$ cat src/rtl/bin_to_bcd_seq_if.sv
// Handshake and result bus between a binary producer and the serial BCD converter.
interface bin_to_bcd_seq_if #(
    parameter int unsigned BIN_W  = 14,
    parameter int unsigned DIGITS = 4
);
    logic                  start;
    logic [BIN_W-1:0]      bin;
    logic                  busy;
    logic                  done;
    logic [4*DIGITS-1:0]   bcd;
    logic                  ovf;

    // Requester drives start/bin and observes status and result
    modport master (
        output start, bin,
        input  busy, done, bcd, ovf
    );

    // Converter consumes start/bin and produces status and result
    modport slave (
        input  start, bin,
        output busy, done, bcd, ovf
    );
endinterface

$ cat src/rtl/bin_to_bcd_seq.sv
// Serial binary-to-BCD converter (double dabble, one bit per clock) with
// start/busy/done handshake. Values above 10^DIGITS-1 saturate to all nines.
module bin_to_bcd_seq #(
    parameter int unsigned BIN_W  = 14,
    parameter int unsigned DIGITS = 4
) (
    input  logic              clk,
    input  logic              rst_n,
    bin_to_bcd_seq_if.slave   bus
);
    localparam int unsigned BCD_W   = 4 * DIGITS;
    localparam int unsigned SCR_W   = BCD_W + 1;
    localparam int unsigned CNT_W   = $clog2(BIN_W + 1);
    localparam int unsigned MAX_VAL = 10**DIGITS - 1;

    typedef enum logic [1:0] {
        ST_IDLE  = 2'd0,
        ST_SHIFT = 2'd1,
        ST_DONE  = 2'd2
    } state_e;

    state_e             state_q, state_d;
    logic [CNT_W-1:0]   cnt_q, cnt_d;
    logic [BIN_W-1:0]   bin_q, bin_d;
    logic [SCR_W-1:0]   scr_q, scr_d;
    logic               sat_q, sat_d;
    logic [BCD_W-1:0]   bcd_q, bcd_d;
    logic               ovf_q, ovf_d;
    logic               busy_q, busy_d;
    logic               done_q, done_d;
    logic [SCR_W-1:0]   adj;

    // Next-state, datapath and registered-output values
    always_comb begin
        state_d = state_q;
        cnt_d   = cnt_q;
        bin_d   = bin_q;
        scr_d   = scr_q;
        sat_d   = sat_q;
        bcd_d   = bcd_q;
        ovf_d   = ovf_q;
        done_d  = 1'b0;
        adj     = scr_q;

        case (state_q)
            ST_IDLE: begin
                if (bus.start) begin
                    bin_d   = bus.bin;
                    scr_d   = '0;
                    cnt_d   = CNT_W'(BIN_W);
                    sat_d   = (32'(bus.bin) > 32'(MAX_VAL));
                    state_d = ST_SHIFT;
                end
            end
            ST_SHIFT: begin
                // All digits corrected from the pre-shift value, then shift in one bit
                for (int i = 0; i < int'(DIGITS); i++) begin
                    if (scr_q[4*i +: 4] >= 4'd5) begin
                        adj[4*i +: 4] = scr_q[4*i +: 4] + 4'd3;
                    end
                end
                {scr_d, bin_d} = {adj[SCR_W-2:0], bin_q, 1'b0};
                cnt_d = cnt_q - CNT_W'(1);
                if (cnt_q == CNT_W'(1)) begin
                    state_d = ST_DONE;
                end
            end
            ST_DONE: begin
                done_d  = 1'b1;
                bcd_d   = sat_q ? {DIGITS{4'h9}} : scr_q[BCD_W-1:0];
                ovf_d   = sat_q;
                state_d = ST_IDLE;
            end
            default: begin
                state_d = ST_IDLE;
            end
        endcase

        busy_d = (state_d == ST_SHIFT);
    end

    // State and output registers, cleared asynchronously
    always_ff @(posedge clk or negedge rst_n) begin
        if (!rst_n) begin
            state_q <= ST_IDLE;
            cnt_q   <= '0;
            bin_q   <= '0;
            scr_q   <= '0;
            sat_q   <= 1'b0;
            bcd_q   <= '0;
            ovf_q   <= 1'b0;
            busy_q  <= 1'b0;
            done_q  <= 1'b0;
        end else begin
            state_q <= state_d;
            cnt_q   <= cnt_d;
            bin_q   <= bin_d;
            scr_q   <= scr_d;
            sat_q   <= sat_d;
            bcd_q   <= bcd_d;
            ovf_q   <= ovf_d;
            busy_q  <= busy_d;
            done_q  <= done_d;
        end
    end

    assign bus.busy = busy_q;
    assign bus.done = done_q;
    assign bus.bcd  = bcd_q;
    assign bus.ovf  = ovf_q;
endmodule

$ cat src/flat_wrapper.sv
// flat-port wrapper written by rule: the top's interface ports become plain ports
module bin_to_bcd_seq_flat 
#(
    parameter int unsigned BIN_W  = 14,
    parameter int unsigned DIGITS = 4
)
  (clk, rst_n, bus_start, bus_bin, bus_busy, bus_done, bus_bcd, bus_ovf);
  bin_to_bcd_seq_if #(.BIN_W(BIN_W), .DIGITS(DIGITS)) bus_i ();
  input  logic clk;
  input  logic rst_n;
  input wire logic [$bits(bus_i.start)-1:0] bus_start;
  input wire logic [$bits(bus_i.bin)-1:0] bus_bin;
  output wire logic [$bits(bus_i.busy)-1:0] bus_busy;
  output wire logic [$bits(bus_i.done)-1:0] bus_done;
  output wire logic [$bits(bus_i.bcd)-1:0] bus_bcd;
  output wire logic [$bits(bus_i.ovf)-1:0] bus_ovf;
  assign bus_i.start = bus_start;
  assign bus_i.bin = bus_bin;
  assign bus_busy = bus_i.busy;
  assign bus_done = bus_i.done;
  assign bus_bcd = bus_i.bcd;
  assign bus_ovf = bus_i.ovf;
  bin_to_bcd_seq #(.BIN_W(BIN_W), .DIGITS(DIGITS)) u_core (.clk(clk), .rst_n(rst_n), .bus(bus_i));
endmodule
$ cat config.mk
export PLATFORM = sky130hd
export DESIGN_NAME = bin_to_bcd_seq_flat
export DESIGN_NICKNAME = d
export VERILOG_FILES = /design/src/rtl/bin_to_bcd_seq_if.sv /design/src/rtl/bin_to_bcd_seq.sv /design/src/flat_wrapper.sv
export SDC_FILE = /design/constraint.sdc
export NUM_CORES = 1
export LEC_CHECK = 0
export ABC_CLOCK_PERIOD_IN_PS = 2200
export BUFFER_PORTS_ARGS = -buffer_cell sky130_fd_sc_hd__buf_2
export CAP_MARGIN = 30
export CORE_MARGIN = 4
export CORE_UTILIZATION = 45
export CTS_CLUSTER_SIZE = 28
export DETAILED_ROUTE_END_ITERATION = 8
export PLACE_DENSITY = 0.71
export SYNTH_ARGS = -nofsm -noshare
export SYNTH_HDL_FRONTEND = slang
export SYNTH_SLANG_ARGS = --single-unit
$ cat constraint.sdc
create_clock -name clk -period 2.2 [get_ports clk]
set_clock_uncertainty 0.2 [all_clocks]
set_input_delay 0.11 -clock clk [delete_from_list [all_inputs] [get_ports clk]]
set_output_delay 0.11 -clock clk [all_outputs]
set_load 0.01 [all_outputs]
== Yosys cells after proc, flatten, opt, wreduce, memory -nomap -nowiden ==
Index checks and enable logic that the tools add are counted.
Operators by class
  $lt $le $gt $ge: 5
  $add $sub $neg: 5
  equal/unequal tests: 5
  multiplexer cells: 15
  reduce and logical (&&, ||, !) cells: 4
Operators with widths (number)
  $mux 16: 2
  $pmux 16 s2: 1
  $pmux 14 s2: 1
  $ge 4x3->1 const B: 4
  $mux 4: 4
  $gt 14x14->1 const B: 1
  $mux 14: 1
  $add 4x2->4 const B: 3
  $pmux 4 s2: 1
  $eq 2x1->1 const B: 2
  $eq 4x1->1 const B: 1
  $mux 2: 2
  $pmux 2 s2: 1
  $reduce_and 2->1: 2
  $sub 4x1->4 const B: 1
  $add 3x2->3 const B: 1
  $mux 3: 1
  $eq 2x2->1 const B: 1
  $logic_not 2->1: 1
  $ne 2x2->1 const B: 1
  $reduce_bool 2->1: 1
  $mux 1: 1
Storage, ports and cells
  bits in registers: 56
  output and inout port bits: 19

== Logic depth before layout (Yosys ltp) ==
Gate-level depths: netlist of the first run.
  depth in word-level cells: 4
  mapped depth: 6
  mapped depth without buffers: 6

== Worst setup path before layout of the first run ==
No wires, ideal clock.
  path type: register to register
  from: register u_core.scr_q[0]
  to: register u_core.scr_q[2]
  arrival time: 1.433 ns
  stages on the path, launching flop included: 7
  buffers on the path: 0
  setup time: 0.083 ns
  required time: 1.917 ns
  path slack: 0.484 ns
  path through: dfrtp_1 inv_1 ha_1 nand2b_1 a21oi_1 mux2_2 o21ai_0
On the way
  longest elaborated chain between the ends: 3
  elaborated cells between the ends (all ways): 4
  those cells by class: add/sub (1); order compare (1); mux (2)
RTL lines
  from (decl): line bin_to_bcd_seq.sv:25  | logic [SCR_W-1:0] scr_q, scr_d;
  from (signal assigned): line bin_to_bcd_seq.sv:98  | scr_q <= scr_d;
  $add 4x2->4 or $ge 4x3->1 (tied branches): line bin_to_bcd_seq.sv:59, bin_to_bcd_seq.sv:58
  $mux 4 *: line bin_to_bcd_seq.sv:58  | if (scr_q[4*i +: 4] >= 4'd5) begin
  $pmux 16 s2 *: line bin_to_bcd_seq.sv:45  | case (state_q)
Every way passes the cells marked *; elsewhere a longest branch is shown, timed or not.
A chain may end at the register's enable or synchronous reset.

== Worst setup path in the final report of the first run ==
  from: register u_core.scr_q[8]
  to: register u_core.scr_q[10]
The elaborated chain is that of the path after synthesis.

==> metrics.md, run 1 <==
| Metric | Value |
|---|---|
| Status | finished clean |
| Final setup fails | 0 |
| Syn_area_per_cell | 9.921 um^2 |
| Slowest stage delay, CP | 0.44 ns |
| Worst vdd ir | 0.0004965 V |
| Tcrit/Tclk final | 85.47% |
| Slew margin rel. | 52.49% |
| Routed wire length | 5314 um |
| WP data required | 2.24 ns |
| Crit path kind | flip-flop to flip-flop |
| PostCTS Resize Cnt | 0 |
| CTS tree | yes |
| Fin crit period | 1.880 ns |
| Synth area leader | dfrtp_1 |
| # port buffers | 35 |
| Post-Synth Simple-Gate Area | 17.60% |
| Leakage | 0.001505 uW |
| Synth cell count leaders | nand2_1, dfrtp_1, o21ai_0, nand3_1, inv_1 |
| Synth Area in Adders | 4.706% |
| EDFF count, synth | 0 |
| DRT antenna net count | 0 |
| GRT Max-Usage Layer | met2 |
| Crit path max-delay family | flip-flops |
| Layout cells sized above 1 | 19.75% |
| Mapped Nets | 295 |
| Initial core utilization | 47.41% |
| Area share of the largest cell type after synthesis | 52.71% |
| Crit Path Max Fanout | 5 |
| # H-tree levels | 2 |
| Crit path max-delay cell type | dfrtp_1 |
| PwrDens | 1250 nW/um^2 |
| Critical path buffers and inverters | 1 |
| Switching Share | 39.34% |
| Fin. Hold Viols | 0 |
| Count leader, synth | nand2_1 |
| CP Launch Type | flip-flop |
| Hold buffer count at CTS | 15 |
| Slew Viols, Final | 0 |
| Flops & latches, synth | 56 |
| Synth warn | 0 |
| DR pass1 iterations | 4 |
| Worst min path class | input pin to flip-flop |
| Unrepaired setup endpoints after global routing | no |
| Largest net degree at the start of global routing | 57 |
| # rows | 27 |
| Die area | 7202 um^2 |
| Die height | 84.87 um |
| Post-DP HPWL | 3500 um |
| Gr usage total | 15.96% |
| Xor/xnor cell area share of the yosys netlist | 2.306% |
| CTS root buf | clkbuf_8 |
| Largest family of logic cells by synthesized area | simple AND/OR/NAND/NOR gates |
| Initial antenna violation count | 0 |
| Post-synthesis compound-gate area fraction | 16.05% |
| Die width | 84.87 um |
| Multi-input logic area | 1117 um^2 |
| Met2 Use GR | 25.20% |
| Clock tree buffer depth | 2 |
| Clock power share | 13.6% |
| Reg area | 1401 um^2 |
| Final Power | 3910 uW |
| Diodes inserted | 0 |
| Residual DRC | 0 |
| Main synth FF type | dfrtp_1 |
| Worst slew pin tran | 0.7126 ns |
| Register area share after synthesis | 52.71% |
| Seq pwr share | 44.9% |
| Filler instances | 520 |
| Nets | 346 |
| Yosys cell types | 33 |
| Synthesized cell area | 2659 um^2 |
| Synth top area cells | dfrtp_1, nand2_1, o21ai_0 |
| Vias per std cell | 5.049 |
| CTS Buf Count | 5 |
| Vias in the first global route | 1935 |
| Maximum operating frequency | 531.8 MHz |
| Multiplexer share of the synthesized area | 1.271% |
| GRT met1 Usage | 21.38% |
| Core Area | 5608 um^2 |
| NetSw | 1538 uW |
| CP Cell Sequence | inv_1 -> ha_1 -> nand2b_1 -> a21oi_1 -> mux2_2 -> o21ai_0 |
| Int Pwr | 2372 uW |
| Clock transition at the registers of the reported paths | 0.09 ns |
| Inst Count DP | 369 |
| Initial DRC Count | 107 |
| Ys async rst share | 100.0% |
| Layout Cells excl Fill | 391 |
| Setup bufs post-CTS | 0 |
| Vias | 1974 |
| Clock latency on the worst-skew pair | 0.31 ns |
| Clk sink count | 56 |
| Layout area overhead | 17.69% |
| Maximum capacitance violations | 0 |
| First-pass GRT wire length | 9266 um |
| I/O Pins | 36 |
| Crit path DAT | 1.92 ns |
| Setup TNS | 0 ns |
| Worst setup EP type | flip-flop |
| Congestion Overflow GR | 0 |
| WL/cell | 13.59 um |
| Comb pwr share | 41.5% |
| GP Congestion | 0.7475 |
| Met3 Usage GRT | 4.272% |
| Mapped Cells | 268 |
-- layout by cell type, fill, tap and decap left out, types with 2 or more instances in the layout --
cell type      Yosys  routed
inv_1             12      12
xnor2_1            4       4
ha_1              10      10
mux2_2             3       3
nor2_1            10      10
o21ai_1            6       6
nor3_1             5       5
o21ai_0           27      27
a22oi_2            7       7
clkbuf_8           0       5
nand2_1           59      59
o31ai_1            5       5
xor2_1             3       3
nand2b_1           6       6
a21oi_1            4       4
buf_4              2       7
a31oi_1            2       2
a211oi_1           2       2
buf_2              6      35
dlygate4sd3_1      0      15
nand3_1           15      15
dfrtp_1           56      56
o32ai_1            3       3
a22oi_1            6       6
-- stage by stage --
stage	utilization, %	area [um^2]	hold slack [ns]	worst slack, ns
3_5_place_dp	51.74	2902	0.09146	0.3401
2_1_floorplan	-	2659	-0.3856	0.4844
3_3_place_gp	51.74	2902	0.09519	0.4219
4_1_cts	55.80	3129	0.09729	0.3182
6_report	55.80	3129	0.09061	0.3196
5_1_grt	55.80	3129	0.1339	0.1573
-- power by group through the flow --
stage                     sequential [uW]  combinational (uW)  clock [uW]
after global placement               1760                1570           0
after CTS                            1760                1640         553
final                                1750                1620         532
after global routing                 1820                1850         591
after detailed placement             1780                1620           0
after floorplan                      1740                1200           0
-- sequential cells by signal, summed over array words and instances, names as in the netlist --
register	count
u_core.bin_q	14
u_core.bus.bcd	16
u_core.bus.busy	1
u_core.bus.done	1
u_core.bus.ovf	1
u_core.cnt_q	4
u_core.sat_q	1
u_core.scr_q	16
u_core.state_q	2
-- layer usage --
metal / vias to the layer above / wire length [um]
met3: 9 / 292
met1: 901 / 2566
met2: 49 / 2352
met4: 0 / 102
met5: - / 0
li1: 1015 / -
-- worst paths after layout --
check                                   from                 end  slack (ns)  depth (start not counted)
min reg2reg                u_core.bus.bcd[7]   u_core.bus.bcd[7]        0.28                          2
min                                bus_start     u_core.bus.busy        0.09                          3
max in group asynchronous              rst_n     u_core.bin_q[0]        1.06                          3
max                          u_core.scr_q[8]    u_core.scr_q[10]        0.32                          6
min in group asynchronous              rst_n  u_core.bus.bcd[14]        0.23                          3
max reg2reg                  u_core.scr_q[8]    u_core.scr_q[10]        0.32                          6
-- worst reg2reg max path, cell delays in order (launching register included) --
cell	delay, ns
dfrtp_1	0.44
inv_1	0.11
ha_1	0.20
nand2b_1	0.07
a21oi_1	0.28
mux2_2	0.37
o21ai_0	0.13
-- logic make-up (layout without fill, tap and decap cells) --
kind of cell | after synthesis | in the layout
and+or+nand+nor | 102 | 102
DFF | 56 | 56
muxes | 3 | 3
AOI/OAI and AO/OA | 64 | 64
xor gates and xnor gates | 7 | 7
adders and majority gates | 10 | 10
buffers and inverters | 26 | 77
-- cell type report --
cell class              instances  area share (%)
flip-flops and latches         56           44.78
clock buffers                   6           2.319
repair buffers                 58           12.71
inverters                      12           1.439
well taps                      72           2.879
clock inverters                 1          0.1599
multi-input cells             186           35.71
Power figures use the tool's default switching activity.
==> run 2: changes to the inputs <==
--- a/config.mk
+++ b/config.mk
@@ -5,7 +5,7 @@
 export SDC_FILE = /design/constraint.sdc
 export NUM_CORES = 1
 export LEC_CHECK = 0
-export ABC_CLOCK_PERIOD_IN_PS = 2200
+export ABC_CLOCK_PERIOD_IN_PS = 2400
 export BUFFER_PORTS_ARGS = -buffer_cell sky130_fd_sc_hd__buf_2
 export CAP_MARGIN = 30
 export CORE_MARGIN = 4
==> constraint.sdc (replaced) <==
create_clock -name clk -period 2.4 [get_ports clk]
set_clock_uncertainty 0.2 [all_clocks]
set_input_delay 0.12 -clock clk [delete_from_list [all_inputs] [get_ports clk]]
set_output_delay 0.12 -clock clk [all_outputs]
set_load 0.01 [all_outputs]
==> run 2 against run 1 <==
Against the previous run:
- power is 7.9% lower
- die area did not move
- combinational power down 10%
- clock power about the same
- setup slack improved by 0.14 ns
- utilization down 0.22 points
- sequential share of layout area increased by 0.18 points
- register-to-register slack better by 0.14 ns
- maximum frequency down 3.3%
- flip-flop and latch count stayed put
==> metrics.md, run 2 (synthesis results as in run 1) <==
| Metric | Value |
|---|---|
| DRT antenna net count | 0 (unchanged) |
| Vias per std cell | 5.141 (was 5.049) |
| Residual DRC | 0 (unchanged) |
| Vias | 2005 (was 1974) |
| GRT Max-Usage Layer | met2 (unchanged) |
| Tcrit/Tclk final | 81.03% (was 85.47%) |
| Setup TNS | 0 ns (unchanged) |
| Worst vdd ir | 0.0005832 V (was 0.0004965 V) |
| Initial antenna violation count | 0 (unchanged) |
| Reg area | 1401 um^2 (unchanged) |
| Clk sink count | 56 (unchanged) |
| Clock tree buffer depth | 2 (unchanged) |
| Die area | 7202 um^2 (unchanged) |
| Core Area | 5608 um^2 (unchanged) |
| Die height | 84.87 um (unchanged) |
| Slowest stage delay, CP | 0.44 ns (about the same) |
| Final setup fails | 0 (unchanged) |
| Worst slew pin tran | 0.6886 ns (was 0.7126 ns) |
| CP Launch Type | flip-flop (unchanged) |
| Vias in the first global route | 1969 (was 1935) |
| Setup bufs post-CTS | 0 (unchanged) |
| Crit Path Max Fanout | 5 (unchanged) |
| WL/cell | 13.41 um (was 13.59 um) |
| Layout cells sized above 1 | 19.81% (was 19.75%) |
| Setup ws final | 0.4552 ns (was 0.3196 ns) |
| Setup slack at placement | 0.4855 ns (was 0.3401 ns) |
| Slew margin rel. | 54.10% (was 52.49%) |
| Multi-input logic area | 1117 um^2 (unchanged) |
| GRT met1 Usage | 21.95% (was 21.38%) |
| Hold path start | bus_start (unchanged) |
| PwrDens | 1155 nW/um^2 (was 1250 nW/um^2) |
| Gr usage total | 15.95% (was 15.96%) |
| Clock latency on the worst-skew pair | 0.31 ns (about the same) |
| Initial DRC Count | 126 (was 107) |
| Hold path depth | 3 (unchanged) |
| # port buffers | 35 (unchanged) |
| Post-DP Area | 2874 um^2 (was 2902 um^2) |
| Crit path max-delay cell type | dfrtp_1 (unchanged) |
| Initial core utilization | 47.41% (unchanged) |
| Crit path kind | flip-flop to flip-flop (unchanged) |
| Worst setup EP type | flip-flop (unchanged) |
| Leakage | 0.001498 uW (was 0.001505 uW) |
| Critical R2R Launch | u_core.scr_q[4] (was u_core.scr_q[8]) |
| # rows | 27 (unchanged) |
| GP Congestion | 0.7156 (was 0.7475) |
| Inst Count DP | 367 (was 369) |
| # H-tree levels | 2 (unchanged) |
| Fin crit period | 1.945 ns (was 1.880 ns) |
| Fin. Hold Viols | 0 (unchanged) |
| Critical path buffers and inverters | 1 (unchanged) |
| Slew Viols, Final | 0 (unchanged) |
| Unrepaired setup endpoints after global routing | no (unchanged) |
| Layout Cells excl Fill | 390 (was 391) |
| CTS Buf Count | 5 (unchanged) |
| Routed wire length | 5230 um (was 5314 um) |
| Filler instances | 521 (was 520) |
| FF-to-FF setup slack | 0.46 ns (was 0.32 ns) |
| Design area | 3117 um^2 (was 3129 um^2) |
| Worst min path class | input pin to flip-flop (unchanged) |
| CTS tree | yes (unchanged) |
| Post-DP HPWL | 3452 um (was 3500 um) |
| Maximum capacitance violations | 0 (unchanged) |
| Crit path max-delay family | compound AO/OA/AOI/OAI gates (was flip-flops) |
| First-pass GRT wire length | 9384 um (was 9266 um) |
| Crit path DAT | 1.97 ns (was 1.92 ns) |
| Commonest non-fill, non-tap cell in the layout | nand2_1 (unchanged) |
| Nets | 344 (was 346) |
| I/O Pins | 36 (unchanged) |
| WP data required | 2.43 ns (was 2.24 ns) |
| Diodes inserted | 0 (unchanged) |
| Congestion Overflow GR | 0 (unchanged) |
| Status | finished clean (unchanged) |
| CTS root buf | clkbuf_8 (unchanged) |
| Met3 Usage GRT | 4.369% (was 4.272%) |
| Commonest cells after routing, fill and taps aside | nand2_1, dfrtp_1, buf_2 (unchanged) |
| Layout area overhead | 17.22% (was 17.69%) |
| Worst r2r dst | u_core.scr_q[6] (was u_core.scr_q[10]) |
| Maximum operating frequency | 514.2 MHz (was 531.8 MHz) |
| Final Power | 3601 uW (was 3910 uW) |
| Die width | 84.87 um (unchanged) |
| Clock transition at the registers of the reported paths | 0.10 ns (was 0.09 ns) |
| Worst R2R Path Depth | 6 (unchanged) |
| CP Cell Sequence | inv_1 -> ha_1 -> nand2b_1 -> a21oi_1 -> mux2_2 -> o21ai_0 (unchanged) |
| Hold Path End | u_core.state_q[0] (was u_core.bus.busy) |
| Largest net degree at the start of global routing | 57 (unchanged) |
| DR pass1 iterations | 4 (unchanged) |
| Met2 Use GR | 25.20% (unchanged) |
## run 2: worst max path at each step
stage	start	end	depth (start not counted)
after floorplan	u_core.scr_q[0]	u_core.scr_q[2]	6
after global placement	u_core.scr_q[5]	u_core.scr_q[6]	6
after detailed placement	u_core.scr_q[4]	u_core.scr_q[6]	6
after CTS	u_core.scr_q[4]	u_core.scr_q[6]	6
after global routing	u_core.scr_q[4]	u_core.scr_q[6]	6
final	u_core.scr_q[4]	u_core.scr_q[6]	6
## run 2: layout make-up
type                       instances  share of cell area (%)
inverter                          12                   1.445
clock buffer                       6                   2.650
sequential                        56                   44.96
multi-input combinational        186                   35.85
clock inverter                     2                  0.3212
timing repair buffer              56                   11.88
tap                               72                   2.890
## run 2: power by group
part           internal, uW  total, uW  leakage (uW)  switching, uW
registers              1310       1620      0.000718            304
logic                   637       1450      0.000729            817
clock network           231        531     0.0000510            300
total                  2180       3600       0.00150           1420
## run 2: worst register-to-register path: stages (launching register included)
cell and delay, ns:
dfrtp_1 0.44, inv_1 0.12, ha_1 0.19, nand2b_1 0.07, a21oi_1 0.33, mux2_2 0.37
o21ai_0 0.15
## run 2: what timing repair did
item / 4_1_cts / 5_1_grt
hold buffers: 15 / 0
setup endpoints to repair: 0 / 0
endpoints found under the hold margin: 71 / 0
resized for setup: 0 / 0
## run 2: through the flow
stage	utilization, %	hold WS [ns]
finish	55.58	0.08394
detailed placement	51.25	0.1014
CTS	55.58	0.08404
floorplan	-	-0.3756
global placement	51.25	0.1012
global route	55.58	0.1269
## run 2: metal layers
layer,routed length (um),up-vias
met5,0,-
met1,2493,936
met4,15,0
met2,2414,49
met3,307,2
li1,-,1018
==> run 3: changes to the inputs <==
--- a/config.mk
+++ b/config.mk
@@ -5,7 +5,7 @@
 export SDC_FILE = /design/constraint.sdc
 export NUM_CORES = 1
 export LEC_CHECK = 0
-export ABC_CLOCK_PERIOD_IN_PS = 2400
+export ABC_CLOCK_PERIOD_IN_PS = 2000
 export BUFFER_PORTS_ARGS = -buffer_cell sky130_fd_sc_hd__buf_2
 export CAP_MARGIN = 30
 export CORE_MARGIN = 4
==> constraint.sdc (replaced) <==
create_clock -name clk -period 2 [get_ports clk]
set_clock_uncertainty 0.2 [all_clocks]
set_input_delay 0.1 -clock clk [delete_from_list [all_inputs] [get_ports clk]]
set_output_delay 0.1 -clock clk [all_outputs]
set_load 0.01 [all_outputs]
==> run 3 against run 2 <==
Against the previous run:
- first-iteration DRC count decreased by 16%
- count of clock-buffer cells in the layout is 2 higher
- cell area rose by 2.0%
- utilization increased by 1.1 points
- sequential share of layout area shrank 0.87 points
- register-to-register slack worse by 0.31 ns
- setup slack got worse by 0.31 ns
- critical path depth did not move
- highest routed layer unchanged
- hold slack gained 0.0045 ns
- power increased by 22%
- die area unchanged
- clock power up 20%
==> metrics.md, run 3 (synthesis results as in run 1) <==
| Metric | Value |
|---|---|
| Status | finished clean (unchanged) |
| NetSw | 1702 uW (was 1422 uW) |
| Largest net degree at the start of global routing | 36 (was 57) |
| Crit path kind | flip-flop to flip-flop (unchanged) |
| Util after Layout | 56.67% (was 55.58%) |
| WP data required | 2.03 ns (was 2.43 ns) |
| Commonest cells after routing, fill and taps aside | nand2_1, dfrtp_1, buf_2 (unchanged) |
| Fin. Hold Viols | 0 (unchanged) |
| Clock latency on the worst-skew pair | 0.30 ns (was 0.31 ns) |
| Clock power share | 14.5% (was 14.7%) |
| Switching Share | 38.85% (was 39.48%) |
| DR pass1 iterations | 4 (unchanged) |
| Die height | 84.87 um (unchanged) |
| Maximum capacitance violations | 0 (unchanged) |
| Vias in the first global route | 1884 (was 1969) |
| Setup TNS | 0 ns (unchanged) |
| Die width | 84.87 um (unchanged) |
| CP Cell Sequence | inv_1 -> ha_1 -> nand2b_1 -> a21oi_1 -> mux2_2 -> o21ai_0 (unchanged) |
| Residual DRC | 0 (unchanged) |
| Layout cells sized above 1 | 20.25% (was 19.81%) |
| Critical path buffers and inverters | 1 (unchanged) |
| Tcrit/Tclk final | 92.51% (was 81.03%) |
| WL/cell | 13.23 um (was 13.41 um) |
| Clock transition at the registers of the reported paths | 0.10 ns (about the same) |
| Seq pwr share | 44.1% (was 44.9%) |
| Worst slew pin tran | 0.5142 ns (was 0.6886 ns) |
| Slowest stage delay, CP | 0.40 ns (was 0.44 ns) |
| Diodes inserted | 0 (unchanged) |
| Layout area overhead | 19.53% (was 17.22%) |
| Design area | 3178 um^2 (was 3117 um^2) |
| Unrepaired setup endpoints after global routing | no (unchanged) |
| Routed wire length | 5201 um (was 5230 um) |
| # port buffers | 35 (unchanged) |
| Maximum operating frequency | 540.5 MHz (was 514.2 MHz) |
| Post-DP HPWL | 3644 um (was 3452 um) |
| Initial core utilization | 47.41% (unchanged) |
| Vias | 2023 (was 2005) |
| Int Pwr | 2679 uW (was 2179 uW) |
| PwrDens | 1378 nW/um^2 (was 1155 nW/um^2) |
| Final Power | 4380 uW (was 3601 uW) |
| Initial antenna violation count | 0 (unchanged) |
| Clock tree buffer depth | 2 (unchanged) |
| Setup bufs post-CTS | 0 (unchanged) |
| Congestion Overflow GR | 0 (unchanged) |
| Initial DRC Count | 106 (was 126) |
| Crit path max-delay cell type | dfrtp_1 (unchanged) |
| Slew Viols, Final | 0 (unchanged) |
| Vias per std cell | 5.148 (was 5.141) |
| CTS Buf Count | 5 (unchanged) |
| I/O Pins | 36 (unchanged) |
| Gr usage total | 15.36% (was 15.95%) |
| Worst min path class | input pin to async pin (was input pin to flip-flop) |
| First-pass GRT wire length | 8990 um (was 9384 um) |
| Crit Path Max Fanout | 4 (was 5) |
| GP Congestion | 0.7248 (was 0.7156) |
| Setup slack at placement | 0.1293 ns (was 0.4855 ns) |
| Worst setup EP type | flip-flop (unchanged) |
| FF-to-FF setup slack | 0.15 ns (was 0.46 ns) |
| DRT antenna net count | 0 (unchanged) |
| Post-DP Area | 2934 um^2 (was 2874 um^2) |
| # H-tree levels | 2 (unchanged) |
| Crit path DAT | 1.88 ns (was 1.97 ns) |
| Worst vdd ir | 0.0007336 V (was 0.0005832 V) |
| Commonest non-fill, non-tap cell in the layout | nand2_1 (unchanged) |
| Slew margin rel. | 65.68% (was 54.10%) |
| Setup ws final | 0.1498 ns (was 0.4552 ns) |
| CTS tree | yes (unchanged) |
| Crit path max-delay family | compound AO/OA/AOI/OAI gates (unchanged) |
| Fin crit period | 1.850 ns (was 1.945 ns) |
| Final setup fails | 0 (unchanged) |
| Nets | 347 (was 344) |
| Comb pwr share | 41.4% (was 40.4%) |
| Core Area | 5608 um^2 (unchanged) |
| CTS root buf | clkbuf_8 (unchanged) |
| CP Launch Type | flip-flop (unchanged) |
| Clk sink count | 56 (unchanged) |
| Die area | 7202 um^2 (unchanged) |
| Leakage | 0.001519 uW (was 0.001498 uW) |
| # rows | 27 (unchanged) |
-- run 3: cell count changes in the layout (fill, tap and decap cells not counted) --
cell	previous run	this run
clkbuf_1	0	2
buf_12	0	3
a21oi_2	0	1
clkinv_2	2	0
a21oi_1	4	3
-- run 3: what timing repair did --
item                                    CTS  global route
endpoints found under the setup margin    0             1
resized for setup                         0             1
hold buffers                             15             0
hold endpoints to repair                 71             0
-- run 3: final cells by class --
class                      instances  area (um^2)
tap                               72        90.09
clock buffer                       8        90.09
fill                             521         2430
sequential                        56         1401
inverter                          12        45.04
timing repair buffer              59        430.4
multi-input combinational        186         1121
-- run 3: worst reg2reg max path, stage by stage, from the launching register on --
cell and delay (ns):
dfrtp_1 0.40, inv_1 0.13, ha_1 0.21, nand2b_1 0.07, a21oi_1 0.28, mux2_2 0.37, o21ai_0 0.13
-- run 3: through the flow --
| stage | hold WS, ns | instances |
|---|---|---|
| floorplan | -0.3956 | 268 |
| global placement | -0.1040 | 370 |
| detailed placement | -0.1021 | 370 |
| CTS | 0.08678 | 393 |
| global route | 0.1329 | 393 |
| finish | 0.08843 | 393 |
-- run 3: path summary, 6_finish.rpt --
path / from / end / cells past startpoint
max: u_core.scr_q[9] / u_core.scr_q[10] / 6
min: rst_n / u_core.bus.bcd[13] / 2
max reg2reg: u_core.scr_q[9] / u_core.scr_q[10] / 6
min reg2reg: u_core.bin_q[13] / u_core.bin_q[13] / 2
max in group asynchronous: rst_n / u_core.scr_q[1] / 3
min in group clk: bus_start / u_core.bus.busy / 3
-- run 3: power by group through the flow --
stage                     logic [uW]  clock network (uW)  registers (uW)
after floorplan                 1320                   0            1910
after global placement          1750                   0            1930
after detailed placement        1810                   0            1950
after CTS                       1830                 653            1930
after global routing            2070                 703            2000
final                           1810                 637            1930
-- run 3: layer usage --
| metal | GRT usage [%] | vias to the layer above | part of all wire, % | routed length (um) |
|---|---|---|---|---|
| met5 | 0 | - | 0 | 0 |
| met3 | 3.592 | 4 | 5.3 | 276 |
| li1 | - | 1016 | - | - |
| met4 | 4.748 | 0 | 0.65 | 34 |
| met2 | 23.27 | 49 | 45 | 2335 |
| met1 | 21.96 | 954 | 49 | 2554 |
